File: config.mk
export PLATFORM = sky130hd
export DESIGN_NAME = writeback_arbiter
export DESIGN_NICKNAME = d
export VERILOG_FILES = /design/src/rtl/writeback_arbiter.sv
export SDC_FILE = /design/constraint.sdc
export NUM_CORES = 1
export LEC_CHECK = 0
export BUFFER_PORTS_ARGS = -buffer_cell sky130_fd_sc_hd__buf_2
export CAP_MARGIN = 5
export CELL_PAD_IN_SITES_DETAIL_PLACEMENT = 1
export CELL_PAD_IN_SITES_GLOBAL_PLACEMENT = 1
export CORE_ASPECT_RATIO = 1.75
export CORE_MARGIN = 5
export CORE_UTILIZATION = 46
export DETAILED_ROUTE_END_ITERATION = 12
export PLACE_DENSITY = 0.78
export SYNTH_ARGS = -nofsm -noshare
export SYNTH_HDL_FRONTEND = slang
export SYNTH_SLANG_ARGS = --single-unit
File: constraint.sdc
create_clock -name clock -period 3.9 [get_ports clock]
set_input_delay 0.39 -clock clock [delete_from_list [all_inputs] [get_ports clock]]
set_output_delay 0.39 -clock clock [all_outputs]
set_load 0.01 [all_outputs]
File: src/rtl/writeback_arbiter.sv
// Writeback arbiter: merges ALU and load results onto the register file
// write port, ALU first, with an in-order squashable load buffer.
module writeback_arbiter #(
   parameter int DATA_W     = 16,
   parameter int REG_AW     = 4,
   parameter int FIFO_DEPTH = 4
) (
   input  logic                           clock,
   input  logic                           rst,
   input  logic                           alu_valid,
   input  logic [REG_AW-1:0]              alu_dest,
   input  logic [DATA_W-1:0]              alu_data,
   input  logic                           mem_valid,
   input  logic [REG_AW-1:0]              mem_dest,
   input  logic [DATA_W-1:0]              mem_data,
   output logic                           mem_ready,
   output logic                           WE,
   output logic [REG_AW-1:0]              WrReg,
   output logic [DATA_W-1:0]              InData,
   output logic                           pc_write,
   output logic [15:0]                    pending_mask,
   output logic [$clog2(FIFO_DEPTH):0]    fifo_count
);

   localparam int PTR_W = $clog2(FIFO_DEPTH);
   localparam int CNT_W = PTR_W + 1;
   localparam logic [CNT_W-1:0] FULL_CNT = CNT_W'(FIFO_DEPTH);

   logic [REG_AW-1:0]     destQ [FIFO_DEPTH];
   logic [DATA_W-1:0]     dataQ [FIFO_DEPTH];
   logic [FIFO_DEPTH-1:0] liveQ;
   logic [PTR_W-1:0]      rdPtr;
   logic [PTR_W-1:0]      wrPtr;
   logic [CNT_W-1:0]      count;

   logic              memReady;
   logic              accept;
   logic              push;
   logic              pop;
   logic              pushLive;
   logic              nextWe;
   logic [REG_AW-1:0] nextReg;
   logic [DATA_W-1:0] nextData;

   assign memReady   = !rst && (count < FULL_CNT);
   assign accept     = mem_valid && memReady;
   assign mem_ready  = memReady;
   assign fifo_count = count;
   // A load colliding with a same-cycle ALU write is older, so it is dead on arrival
   assign pushLive   = !(alu_valid && (mem_dest == alu_dest));

   always_comb begin
      nextWe   = 1'b0;
      nextReg  = WrReg;
      nextData = InData;
      push     = 1'b0;
      pop      = 1'b0;
      if (alu_valid) begin
         nextWe   = 1'b1;
         nextReg  = alu_dest;
         nextData = alu_data;
         push     = accept;
      end else if (count != '0) begin
         pop  = 1'b1;
         push = accept;
         if (liveQ[rdPtr]) begin
            nextWe   = 1'b1;
            nextReg  = destQ[rdPtr];
            nextData = dataQ[rdPtr];
         end
      end else if (mem_valid) begin
         nextWe   = 1'b1;
         nextReg  = mem_dest;
         nextData = mem_data;
      end
   end

   always_comb begin
      pending_mask = '0;
      for (int i = 0; i < FIFO_DEPTH; i++) begin
         if (liveQ[i]) pending_mask[destQ[i]] = 1'b1;
      end
   end

   always_ff @(posedge clock) begin
      if (rst) begin
         WE       <= 1'b0;
         WrReg    <= '0;
         InData   <= '0;
         pc_write <= 1'b0;
         rdPtr    <= '0;
         wrPtr    <= '0;
         count    <= '0;
         liveQ    <= '0;
      end else begin
         WE       <= nextWe;
         WrReg    <= nextReg;
         InData   <= nextData;
         pc_write <= nextWe && (nextReg == '1);
         for (int i = 0; i < FIFO_DEPTH; i++) begin
            if (alu_valid && (destQ[i] == alu_dest)) liveQ[i] <= 1'b0;
         end
         if (pop) begin
            liveQ[rdPtr] <= 1'b0;
            rdPtr        <= rdPtr + 1'b1;
         end
         if (push) begin
            liveQ[wrPtr] <= pushLive;
            wrPtr        <= wrPtr + 1'b1;
         end
         case ({push, pop})
            2'b10:   count <= count + 1'b1;
            2'b01:   count <= count - 1'b1;
            default: count <= count;
         endcase
      end
   end

   always_ff @(posedge clock) begin
      if (!rst && push) begin
         destQ[wrPtr] <= mem_dest;
         dataQ[wrPtr] <= mem_data;
      end
   end

endmodule

==> impl_metrics.yaml <==
timing:
  min_period_over_period: 0.665
  worst_pin_slew_ns: 1.15
  rsz0062_at_grt: "no"
  holdWs_ns: 0.219
  fin_ws_ns: 1.31
  maxSlewViolCount: 0
  finalSetupViolations: 0
  period_needed_ns: 2.59
  timing.slew.headroom: 0.229
  hold_violations: 0
  finClkSkew_ns: 0.00929
  final.setup.tns_ns: 0
  fmax_mhz: 386
placement:
  dp.cells: 694
  place_hpwl_um: 11600
  gp_congestion: 0.936
  place_area_um2: 6250
  dpl_worst_slack_ns: 1.23
  port_buffers: 85
cells_and_area:
  multiInputGateArea_um2: 2320
  layout-drive-gt1-share: 0.292
  seq_area_um2: 3100
  fillers: 1242
  final_area_um2: 6880
  finalNonFillerCells: 726
  syn_to_final_growth_pct: 21.8
  diodes: 0
  utilization: 0.570
  final_net_count: 602
floorplanning:
  core-area_um2: 12100
  std_cell_rows: 53
  fp.dieArea_um2: 14700
  initial_core_util: 0.468
  die_y_um: 157
  io_pins: 86
  die-width_um: 93.8
worst_setup_path:
  cp_slowest_cell: "nor3b_2"
  worstSetupStartpointType: "flip-flop"
  crit_chain: "or3b_2 -> nor3b_2 -> buf_4"
  crit_arrival_ns: 2.70
  max_stage_delay_ns: 0.93
  path_buf_inv: 1
  reg2regPathDepth: 3
  crit_cells: 3
  critical-path-top-delay-family: "simple AND/OR/NAND/NOR gates"
  crit_type: "flip-flop to flip-flop"
  cp-end-kind: "flip-flop"
  timing.critical_path.fanout_max: 12
  required_ns: 4.00
clocking:
  cts_setup_buffers: 0
  cts_root_buf: "clkbuf_16"
  cts.sinks: 115
  ctsResizeCount: 0
  clk_latency_ns: 0.41
  clk_pin_slew_ns: 0.06
  cts-htree-levels: 4
  clk_path_buf_depth: 2
  numCtsBuffers: 17
  cts_hold_buffers: 0
  cts_tree: "yes"
run:
  cap_violations: 0
grt:
  grt_use_total: 0.250
  grt_max_degree: 55
  antenna_found_initial: 0
  grt_pass1_wl_um: 27400
  overflow: 0
  grt_pass1_vias: 4973
synth:
  ys_seq_area_frac: 0.549
  yosys_register_bits: 115
  synth-edff-count: 80
  avgSynthCellArea_um2: 12.2
  async_flop_share: 0
  syn-num-nets: 518
  syn_area_um2: 5650
  yosysWarnings: 0
  ys_types: 51
  synth_ff_type: "edfxtp_1"
  synth_cells: 464
power:
  vdd_drop_max_v: 0.000395
  p_leak_nw: 2.54
  powerDensity_nw_per_um2: 613
  power_mw: 4.22
drt:
  wirelength_um: 17500
  post-route-drc-count: 0
  via_count: 4373
  drtAntennaViolNets: 0
  drt_iter0_drc: 247
  avgViaCountPerCell: 6.02
  dr.pass1.iters: 5
  wl_per_cell_um: 24.1
run_status:
  status: "completed"
worst_hold_path:
  hold_class: "input port to flip-flop"
  hold_depth: 1
[cells in the mapped netlist, types with 8 or more instances]
cell type   n  area [µm²]
clkbuf_1   22        82.6
ha_1        9         113
nand2b_1   10        62.6
mux4_2     21         473
edfxtp_1   80        2400
xor2_1     19         166
nor3b_1     8        60.1
inv_1      30         113
dfxtp_1    35         701
nand2_1    47         176
a221o_1    23         230
a21oi_1    31         155
a21oi_2     9        78.8
nor2_1     19        71.3
[cells by family after synthesis]
group           share of synthesized area
compound gates                      0.150
fa+ha+maj                          0.0235
buf+inv                            0.0449
mux                                0.0874
flops                               0.549
simple gates                        0.112
xor+xnor                           0.0325
[cell usage in the layout (no fill, tap or decap), drive strengths merged, types with 4 or more instances in the layout]
cell / synthesis / layout
a211o: 4 / 4
a21oi: 40 / 40
a221o: 23 / 23
a22oi: 6 / 6
a32oi: 5 / 5
buf: 9 / 96
bufinv: 0 / 5
clkbuf: 22 / 22
dfxtp: 35 / 35
edfxtp: 80 / 80
ha: 9 / 9
inv: 30 / 30
mux4: 21 / 21
nand2: 47 / 47
nand2b: 10 / 10
nand3: 7 / 7
nand3b: 6 / 6
nor2: 19 / 19
nor2b: 5 / 5
nor3b: 8 / 8
nor4: 6 / 6
o21ai: 6 / 6
o221ai: 6 / 6
o22ai: 4 / 4
o31ai: 5 / 5
xor2: 19 / 19
[registers in the layout (all words and copies together), names as in the netlist, named ones only]
name / flops
rdPtr: 2
InData: 16
dataQ: 64
WE: 1
pc_write: 1
liveQ: 4
WrReg: 4
fifo_count: 3
wrPtr: 2
destQ: 16
[path summary, 6_finish.rpt]
check                              startpoint      endpoint  slack, ns
worst min register to register      InData[8]     InData[8]       0.46
worst min-delay path             mem_data[11]  dataQ[0][11]       0.22
worst max register to register  fifo_count[2]  dataQ[3][11]       1.31
worst max-delay path            fifo_count[2]  dataQ[3][11]       1.31
[layout make-up]
type	instances	area share
inverter	30	0.0164
multi-input combinational	288	0.337
sequential	115	0.451
tap	165	0.0300
clock inverter	10	0.0262
timing repair buffer	96	0.0738
clock buffer	22	0.0660
[worst reg2reg max path, delay by kind of cell (launching register included)]
kind | cells | cell delay [ns]
buf+inv | 1 | 0.37
flops | 1 | 0.39
simple gates | 2 | 1.52
[routing by layer]
metal  GRT usage  routed length (µm)  up-vias
li1            -                   -     1936
met1       0.244                5840     2208
met2       0.479               10100      178
met3      0.0515                 859       51
met4       0.130                 749        0
met5           0                   0        -
[power breakdown]
| group | switching, mW | internal (mW) |
|---|---|---|
| logic | 0.607 | 0.405 |
| clock network | 0.541 | 1.15 |
| registers | 0.102 | 1.42 |
No activity file was read; power rests on OpenSTA's default activity.
